===== src/rtl/restoring_divider_16_pkg.sv =====
// Shared types and widths for the 16-bit restoring divider.
package div_pkg;

    localparam int unsigned DIV_WIDTH = 16;

    typedef enum logic [1:0] {
        IDLE,
        ITER,
        FINISH
    } state_t;

endpackage


===== src/rtl/restoring_divider_16_if.sv =====
// Run/Done handshake and operand/result buses of the restoring divider.
interface restoring_divider_16_if #(
    parameter int unsigned WIDTH = div_pkg::DIV_WIDTH
);

    logic             Run;
    logic [WIDTH-1:0] Dividend;
    logic [WIDTH-1:0] Divisor;
    logic [WIDTH-1:0] Quotient;
    logic [WIDTH-1:0] Remainder;
    logic             Busy;
    logic             Done;
    logic             DivByZero;

    modport master (
        output Run, Dividend, Divisor,
        input  Quotient, Remainder, Busy, Done, DivByZero
    );

    modport slave (
        input  Run, Dividend, Divisor,
        output Quotient, Remainder, Busy, Done, DivByZero
    );

endinterface


===== src/rtl/restoring_divider_16_trial_subtractor.sv =====
// Combinational trial subtraction a - b as a + ~b + 1; borrow is the inverted carry out.
module trial_subtractor #(
    parameter int unsigned WIDTH = 17
) (
    input  logic [WIDTH-1:0] a,
    input  logic [WIDTH-1:0] b,
    output logic [WIDTH-1:0] diff,
    output logic             borrow
);

    logic [WIDTH:0] sum;

    assign sum    = {1'b0, a} + {1'b0, ~b} + {{WIDTH{1'b0}}, 1'b1};
    assign diff   = sum[WIDTH-1:0];
    assign borrow = ~sum[WIDTH];

endmodule


===== src/rtl/restoring_divider_16.sv =====
// Multi-cycle unsigned restoring divider: one quotient bit per clock under a Run/Done handshake.
module restoring_divider_16
    import div_pkg::*;
#(
    parameter int unsigned WIDTH = DIV_WIDTH
) (
    input logic                   Clk,
    input logic                   Reset,
    restoring_divider_16_if.slave bus
);

    localparam int unsigned CNT_W = $clog2(WIDTH);

    state_t           state;
    logic [WIDTH:0]   r;
    logic [WIDTH-1:0] q;
    logic [WIDTH-1:0] d;
    logic [CNT_W-1:0] count;
    logic [WIDTH-1:0] quotient;
    logic [WIDTH-1:0] remainder;
    logic             busy;
    logic             done;
    logic             div_by_zero;

    logic [WIDTH:0]   shifted;
    logic [WIDTH:0]   trial;
    logic             borrow;

    // r never exceeds the divisor, so its top bit is always shifted out here
    assign shifted = (r << 1) | (WIDTH + 1)'(q[WIDTH-1]);

    trial_subtractor #(
        .WIDTH(WIDTH + 1)
    ) u_trial (
        .a     (shifted),
        .b     ({1'b0, d}),
        .diff  (trial),
        .borrow(borrow)
    );

    always_ff @(posedge Clk) begin
        if (Reset) begin
            state       <= IDLE;
            r           <= '0;
            q           <= '0;
            d           <= '0;
            count       <= '0;
            quotient    <= '0;
            remainder   <= '0;
            busy        <= 1'b0;
            done        <= 1'b0;
            div_by_zero <= 1'b0;
        end else begin
            done <= 1'b0;
            case (state)
                IDLE: begin
                    if (bus.Run) begin
                        d           <= bus.Divisor;
                        q           <= bus.Dividend;
                        r           <= '0;
                        count       <= '0;
                        div_by_zero <= 1'b0;
                        busy        <= 1'b1;
                        state       <= (bus.Divisor == '0) ? FINISH : ITER;
                    end
                end
                ITER: begin
                    r     <= borrow ? shifted : trial;
                    q     <= {q[WIDTH-2:0], ~borrow};
                    count <= count + CNT_W'(1);
                    if (count == CNT_W'(WIDTH - 1)) begin
                        state <= FINISH;
                    end
                end
                FINISH: begin
                    // d can only be zero here via the divide-by-zero shortcut from IDLE
                    if (d == '0) begin
                        quotient    <= '1;
                        remainder   <= q;
                        div_by_zero <= 1'b1;
                    end else begin
                        quotient  <= q;
                        remainder <= r[WIDTH-1:0];
                    end
                    done  <= 1'b1;
                    busy  <= 1'b0;
                    state <= IDLE;
                end
                default: begin
                    busy  <= 1'b0;
                    state <= IDLE;
                end
            endcase
        end
    end

    assign bus.Quotient  = quotient;
    assign bus.Remainder = remainder;
    assign bus.Busy      = busy;
    assign bus.Done      = done;
    assign bus.DivByZero = div_by_zero;

endmodule

===== src/flat_wrapper.sv =====
// flat-port wrapper written by rule: the top's interface ports become plain ports
module restoring_divider_16_flat import div_pkg::*;
#(
    parameter int unsigned WIDTH = DIV_WIDTH
)
  (Clk, Reset, bus_Run, bus_Dividend, bus_Divisor, bus_Quotient, bus_Remainder, bus_Busy, bus_Done, bus_DivByZero);
  restoring_divider_16_if #(.WIDTH(WIDTH)) bus_i ();
  input logic Clk;
  input logic Reset;
  input wire logic [$bits(bus_i.Run)-1:0] bus_Run;
  input wire logic [$bits(bus_i.Dividend)-1:0] bus_Dividend;
  input wire logic [$bits(bus_i.Divisor)-1:0] bus_Divisor;
  output wire logic [$bits(bus_i.Quotient)-1:0] bus_Quotient;
  output wire logic [$bits(bus_i.Remainder)-1:0] bus_Remainder;
  output wire logic [$bits(bus_i.Busy)-1:0] bus_Busy;
  output wire logic [$bits(bus_i.Done)-1:0] bus_Done;
  output wire logic [$bits(bus_i.DivByZero)-1:0] bus_DivByZero;
  assign bus_i.Run = bus_Run;
  assign bus_i.Dividend = bus_Dividend;
  assign bus_i.Divisor = bus_Divisor;
  assign bus_Quotient = bus_i.Quotient;
  assign bus_Remainder = bus_i.Remainder;
  assign bus_Busy = bus_i.Busy;
  assign bus_Done = bus_i.Done;
  assign bus_DivByZero = bus_i.DivByZero;
  restoring_divider_16 #(.WIDTH(WIDTH)) u_core (.Clk(Clk), .Reset(Reset), .bus(bus_i));
endmodule

===== config.mk =====
export PLATFORM = sky130hd
export DESIGN_NAME = restoring_divider_16_flat
export DESIGN_NICKNAME = d
export VERILOG_FILES = /design/src/rtl/restoring_divider_16_pkg.sv /design/src/rtl/restoring_divider_16_if.sv /design/src/rtl/restoring_divider_16_trial_subtractor.sv /design/src/rtl/restoring_divider_16.sv /design/src/flat_wrapper.sv
export SDC_FILE = /design/constraint.sdc
export NUM_CORES = 1
export LEC_CHECK = 0
export ABC_AREA = 1
export CORE_ASPECT_RATIO = 1.1
export CORE_MARGIN = 5
export CORE_UTILIZATION = 57
export CTS_BUF_LIST = sky130_fd_sc_hd__clkbuf_4 sky130_fd_sc_hd__clkbuf_8
export DETAILED_ROUTE_END_ITERATION = 10
export GPL_TIMING_DRIVEN = 0
export HOLD_SLACK_MARGIN = 0.15
export PLACE_DENSITY_LB_ADDON = 0.05
export SLEW_MARGIN = 10
export SYNTH_ARGS = -nofsm -noshare
export SYNTH_HDL_FRONTEND = slang
export SYNTH_SLANG_ARGS = --single-unit

===== constraint.sdc =====
create_clock -name Clk -period 2.3 [get_ports Clk]
set_clock_uncertainty 0.15 [all_clocks]
set_input_delay 0.46 -clock Clk [delete_from_list [all_inputs] [get_ports Clk]]
set_output_delay 0.46 -clock Clk [all_outputs]
set_load 0.01 [all_outputs]

# After elaboration in Yosys (flattened, before gate mapping)
# Cells that the tools add are included.
[totals]
input_bits = 35
ramBits = 0
regBits = 89
romBits = 0
output_inout_bits = 35
memories = 0
latch_bits = 0
[op_classes]
shift = 0
n_addsub = 3
bitwise_logic = 3
reduce_logical = 10
n_eq_ne = 6
div_mod_pow = 0
multipliers = 0
order_cmp = 0
mux = 19
[ops]
columns = ["cell", "n"]
rows = [
  ["$mux W16", 5],
  ["$pmux W16 S2", 2],
  ["$logic_not A16 Y1", 2],
  ["$add A17 B17 Y18", 1],
  ["$add A18 B1 Y18 const B", 1],
  ["$not A16 Y17", 1],
  ["$or A17 B1 Y17", 1],
  ["$pmux W4 S2", 1],
  ["$reduce_and A2 Y1", 4],
  ["$mux W2", 3],
  ["$add A4 B1 Y4 const B", 1],
  ["$eq A4 B4 Y1 const B", 1],
  ["$mux W1", 4],
  ["$mux W4", 1],
  ["$ne A2 B1 Y1 const B", 2],
  ["$pmux W1 S2", 2],
  ["$pmux W2 S2", 1],
  ["$reduce_bool A2 Y1", 2],
  ["$reduce_and A3 Y1", 1],
  ["$eq A2 B1 Y1 const B", 1],
  ["$eq A2 B2 Y1 const B", 1],
  ["$logic_not A2 Y1", 1],
  ["$ne A2 B2 Y1 const B", 1],
  ["$not A1 Y1", 1],
]

# Depth between registers and ports, before layout
[depth]
depth_word = 5
depth_mapped = 15

# By module
# From an unflattened synthesis, not the netlist that was laid out.
[hier_totals]
cells_unflattened = 769
area_unflattened_um2 = 4958.5
[modules_own_cells]
columns = ["mod", "instances", "cells_each", "area_per_inst_um2"]
rows = [
  ["restoring_divider_16", 1, 535, 3802.4],
  ["trial_subtractor", 1, 234, 1156.1],
]

# Worst setup path before layout
# Ideal clock, no wire load.
[synth_path]
path_kind = "register to register"
start = "reg u_core.q[15]"
end = "reg u_core.r[8]"
setup_ns = 0.128
path_buffers = 0
stages_incl_launch_ff = 14
slack_ns = 0.338
arrival_time_ns = 1.684
cell_sequence = "dfxtp_1 inv_1 ha_1 inv_1 fa_1 nand3_1 nand3_1 nand2_1 nand2_1 xor2_1 nand3_1 nand2_1 nor2_1 nor2_1"
[synth_between]
elab_chain_len = 5
[synth_lines]
columns = ["item", "line_no", "source"]
rows = [
  ["from (decl)", "restoring_divider_16.sv:16", "logic [WIDTH-1:0] q;"],
  ["from (signal assigned)", "restoring_divider_16.sv:59", "q <= bus.Dividend;"],
  ["from (signal assigned)", "restoring_divider_16.sv:69", "q <= {q[WIDTH-2:0], ~borrow};"],
  ["$or A17 B1 Y17", "restoring_divider_16.sv:30", "assign shifted = (r << 1) | (WIDTH + 1)'(q[WIDTH-1]);"],
  ["$add A17 B17 Y18", "restoring_divider_16_trial_subtractor.sv:13", "assign sum = {1'b0, a} + {1'b0, ~b} + {{WIDTH{1'b0}}, 1'b1};"],
  ["$add A18 B1 Y18", "restoring_divider_16_trial_subtractor.sv:13", ""],
  ["$mux W16", "restoring_divider_16.sv:68", "r <= borrow ? shifted : trial;"],
  ["$pmux W16 S2", "restoring_divider_16.sv:55", "case (state)"],
  ["to (signal assigned)", "restoring_divider_16.sv:68", ""],
  ["to (decl)", "restoring_divider_16.sv:15", "logic [WIDTH:0] r;"],
]
# No other way between the ends.
# A chain may end at the register's enable or synchronous reset.

# Worst setup path in the final report
[layout_path]
start = "reg u_core.q[15]"
end = "reg u_core.r[12]"
# The elaborated chain is that of the path after synthesis.

==> flow_summary_export.csv <==
group,metric,value,unit
synthesis,ys_warn_count,0,
routing,detailroute.via_count,5031,
finish,antenna_cells,0,
finish,fin_cells,911,
grt,overflow,0,
finish,post_route_cells_drive_above_1_share,9.750,%
place,postPlaceCellArea,5700,um^2
place,placed_cells,892,
synthesis,synth_edf_count,0,
grt,grtUsageTotal,27.59,%
finish,number_of_nets_at_the_end_of_the_flow,848,
synthesis,synth_flop_cell,"sky130_fd_sc_hd__dfxtp_1",
routing,route.antenna.remaining_nets,0,
place,worst_slack_after_detailed_placement,-0.1168,ns
grt,grt_antenna_before_repair,0,
grt,grt_pass1_wl,23.00,mm
clocking,clk-insertion-delay-late,0.37,ns
sta,final.hold.worst_slack,0.3167,ns
synthesis,synth_async_sr_flop_share,0,%
synthesis,post_synth_num_cell_types,43,
place,detailed_place_hpwl,11.18,mm
synthesis,synth.top_cells.by_area,"sky130_fd_sc_hd__dfxtp_1 (37%), sky130_fd_sc_hd__nand2_1 (15%), sky130_fd_sc_hd__inv_1 (7.1%), sky130_fd_sc_hd__a21oi_1 (5.0%), sky130_fd_sc_hd__ha_1 (4.4%)",
routing,avgViaCountPerCell,5.523,
grt,vias_in_the_first_global_route,4719,
sta,slew-limit-headroom,57.22,%
synthesis,synthMostInstantiatedCell,"sky130_fd_sc_hd__nand2_1",
power_and_ir_drop,cell_internal_power,3.822,mW
synthesis,synthesis.area_per_instance,6.841,um^2
setup_path,worstPathArrival,2.28,ns
grt,grt_start_max_net_pins,17,
routing,routed_wirelength,14.55,mm
routing,drt_drc_violations_left,0,
hold_path,hold_path_class,"reg2reg",
place,place_congestion,0.9055,
synthesis,yosysTopAreaCellShare,36.58,%
synthesis,synthCells,712,
floorplanning,die_footprint,10500,um^2
sta,period_needed,2.165,ns
synthesis,syn_area,4871,um^2
sta,setup_viol_count_final,0,
finish,total_non_filler_cell_area_in_the_finished_layout,6061,um^2
power_and_ir_drop,pwr-share-clk,17.6,%
sta,final-max-slew-violation-count,0,
floorplanning,initial_core_util,58.23,%
synthesis,synth_nets,765,
sta,finalCritPeriodShare,94.11,%
clocking,worst_setup_hold_path_clk_slew,0.10,ns
routing,drtPass1Iterations,7,
place,place.port_buffers,69,
status,status,"complete, no violations",
flow_run,maxCapViolCount,0,
hold_path,timing.hold.worst.start,"u_core.bus.Quotient[6]",
power_and_ir_drop,power.share.switching,45.42,%
clocking,clock-sinks,89,
setup_path,setup.worst_path.end_class,"register",
clocking,max_root_sink_buffers,2,
clocking,ctsHoldBuffers,0,
sta,postLayoutSetupSlackWorst,0.1354,ns
floorplanning,die_h,107.0,um
routing,route.detailed.wl_per_inst,15.97,um
clocking,htreeDepth,3,
clocking,cts_tree,"built",
setup_path,startpoint_type,"register",
setup_path,critPathKind,"reg2reg",
power_and_ir_drop,pwr_density_cell,1155,nW/um^2
power_and_ir_drop,leakagePower,2.606,nW
power_and_ir_drop,sequentialPowerShare,27.3,%
floorplanning,placementRows,35,
clocking,cts-root-buf,"sky130_fd_sc_hd__clkbuf_8",
setup_path,timing.rr.start,"u_core.q[15]",
synthesis,netlist.top_cell.by_area,"sky130_fd_sc_hd__dfxtp_1",
setup_path,cp.required,2.42,ns
sta,max_freq,0.4620,GHz
synthesis,synth-seq-cells,89,
setup_path,critical_path.max_fanout,5,
power_and_ir_drop,p_switching,3.181,mW
sta,hold_viol_final,0,
floorplanning,fp.dieW,98.14,um
synthesis,register_area_share_after_synthesis,36.58,%
routing,initialDrtViolationCount,293,
clocking,cts_inserted_buffers,9,
sta,worstMarginPinSlew,0.6417,ns
power_and_ir_drop,power.share.combinational,55.1,%
floorplanning,pin_count,70,
synthesis,synthTopCellsByCount,"sky130_fd_sc_hd__nand2_1 (193), sky130_fd_sc_hd__inv_1 (92), sky130_fd_sc_hd__dfxtp_1 (89)",
floorplanning,core_area,8364,um^2
setup_path,cp_startpoint,"u_core.q[15]",
finish,area_growth,24.43,%
sta,grt_setup_unrepaired,"true",
power_and_ir_drop,maximum_vdd_ir_drop,0.9890,mV
[placed cells by master (no fill, tap or decap), types with 2 or more instances in the layout]
| cell | Yosys | layout |
|---|---|---|
| sky130_fd_sc_hd__a21oi_1 | 49 | 49 |
| sky130_fd_sc_hd__a21oi_4 | 1 | 2 |
| sky130_fd_sc_hd__a31oi_1 | 15 | 15 |
| sky130_fd_sc_hd__and2_1 | 2 | 2 |
| sky130_fd_sc_hd__buf_1 | 2 | 2 |
| sky130_fd_sc_hd__buf_2 | 8 | 8 |
| sky130_fd_sc_hd__buf_4 | 1 | 4 |
| sky130_fd_sc_hd__bufinv_16 | 0 | 2 |
| sky130_fd_sc_hd__clkbuf_1 | 18 | 18 |
| sky130_fd_sc_hd__clkbuf_8 | 0 | 9 |
| sky130_fd_sc_hd__clkdlybuf4s50_1 | 0 | 69 |
| sky130_fd_sc_hd__clkinv_1 | 2 | 2 |
| sky130_fd_sc_hd__dfxtp_1 | 89 | 87 |
| sky130_fd_sc_hd__dfxtp_2 | 0 | 2 |
| sky130_fd_sc_hd__ha_1 | 17 | 7 |
| sky130_fd_sc_hd__ha_2 | 0 | 4 |
| sky130_fd_sc_hd__ha_4 | 0 | 6 |
| sky130_fd_sc_hd__inv_1 | 92 | 90 |
| sky130_fd_sc_hd__inv_2 | 6 | 8 |
| sky130_fd_sc_hd__inv_6 | 0 | 3 |
| sky130_fd_sc_hd__nand2_1 | 193 | 193 |
| sky130_fd_sc_hd__nand2_2 | 7 | 6 |
| sky130_fd_sc_hd__nand2_4 | 1 | 2 |
| sky130_fd_sc_hd__nand3_1 | 35 | 34 |
| sky130_fd_sc_hd__nand3_2 | 2 | 3 |
| sky130_fd_sc_hd__nand3b_1 | 2 | 2 |
| sky130_fd_sc_hd__nand4_1 | 11 | 11 |
| sky130_fd_sc_hd__nor2_1 | 56 | 56 |
| sky130_fd_sc_hd__nor2_2 | 2 | 2 |
| sky130_fd_sc_hd__nor2_4 | 5 | 5 |
| sky130_fd_sc_hd__nor4_1 | 4 | 4 |
| sky130_fd_sc_hd__o211ai_1 | 28 | 28 |
| sky130_fd_sc_hd__o21ai_0 | 39 | 39 |
| sky130_fd_sc_hd__o21bai_1 | 3 | 3 |
| sky130_fd_sc_hd__xor2_1 | 6 | 5 |
[final timing paths]
kind | to | slack (ns) | cells past startpoint
worst max-delay path | u_core.r[12] | 0.14 | 14
worst min-delay path | u_core.bus.Quotient[6] | 0.32 | 2
worst max register to register | u_core.r[12] | 0.14 | 14
worst min register to register | u_core.bus.Quotient[6] | 0.32 | 2
[layout make-up]
class | count | area [um^2]
plain buffers | 31 | 148.9
clock buffers | 9 | 123.9
clock inverters | 7 | 98.84
fillers | 727 | 2303
inverters | 100 | 375.4
multi-input cells | 492 | 2678
flip-flops and latches | 89 | 1784
well taps | 111 | 138.9
repair buffers | 72 | 713.2
[kinds of logic after synthesis]
group	synth area share (%)
compound gates	17.54
xor+xnor	1.259
fa+ha+maj	4.778
buf+inv	10.76
flops	36.58
simple gates	29.08
[routing by layer]
layer  global-route usage, %  up-vias  wire length [um]
li1                        -     2478                 -
met1                   31.45     2315              5721
met2                   51.07      198              7431
met3                   4.359       40               975
met4                   11.32        0               420
met5                       0        -                 0
[registers in the layout, summed over array words and instances (netlist names)]
name,count
u_core.r,16
u_core.bus.Busy,1
u_core.state,2
u_core.q,16
u_core.bus.DivByZero,1
u_core.bus.Remainder,16
u_core.bus.Quotient,16
u_core.count,4
u_core.bus.Done,1
u_core.d,16
[timing repair]
item | CTS | global route
gates resized for setup | 1 | 19
buffers inserted | 0 | 3
pin swaps | 0 | 3
hold endpoints to repair | 0 | 0
endpoints found under the setup margin | 2 | 15
[power by group through the flow]
stage,registers [mW],logic (mW),clock network [mW]
after detailed placement,1.92,3.54,0
after CTS,1.89,3.59,1.24
final,1.91,3.86,1.23
after global placement,1.92,3.46,0
after global routing,1.93,4.25,1.30
after floorplan,1.87,2.75,0
[through the flow]
step           setup TNS, ns  util [%]  power, mW
2_1_floorplan              0         -      4.624
3_3_place_gp         -0.3498     68.15      5.384
3_5_place_dp         -0.3797     68.15      5.462
4_1_cts                    0     70.85      6.715
5_1_grt             -0.01933     72.46      7.482
6_report                   0     72.46      7.003
[critical path, cell delays in order, from the launching register on]
cell                      delay [ns]
sky130_fd_sc_hd__dfxtp_2        0.34
sky130_fd_sc_hd__inv_2          0.08
sky130_fd_sc_hd__ha_1           0.16
sky130_fd_sc_hd__inv_2          0.08
sky130_fd_sc_hd__fa_2           0.43
sky130_fd_sc_hd__nand3_1        0.12
sky130_fd_sc_hd__nand3_2        0.10
sky130_fd_sc_hd__nand3_1        0.11
sky130_fd_sc_hd__nand3_1        0.07
sky130_fd_sc_hd__nand2_1        0.06
sky130_fd_sc_hd__nand2_1        0.08
sky130_fd_sc_hd__nand3_1        0.10
sky130_fd_sc_hd__nand3_1        0.08
sky130_fd_sc_hd__nand2_1        0.06
sky130_fd_sc_hd__inv_1          0.04
(Power assumes the default switching activity.)
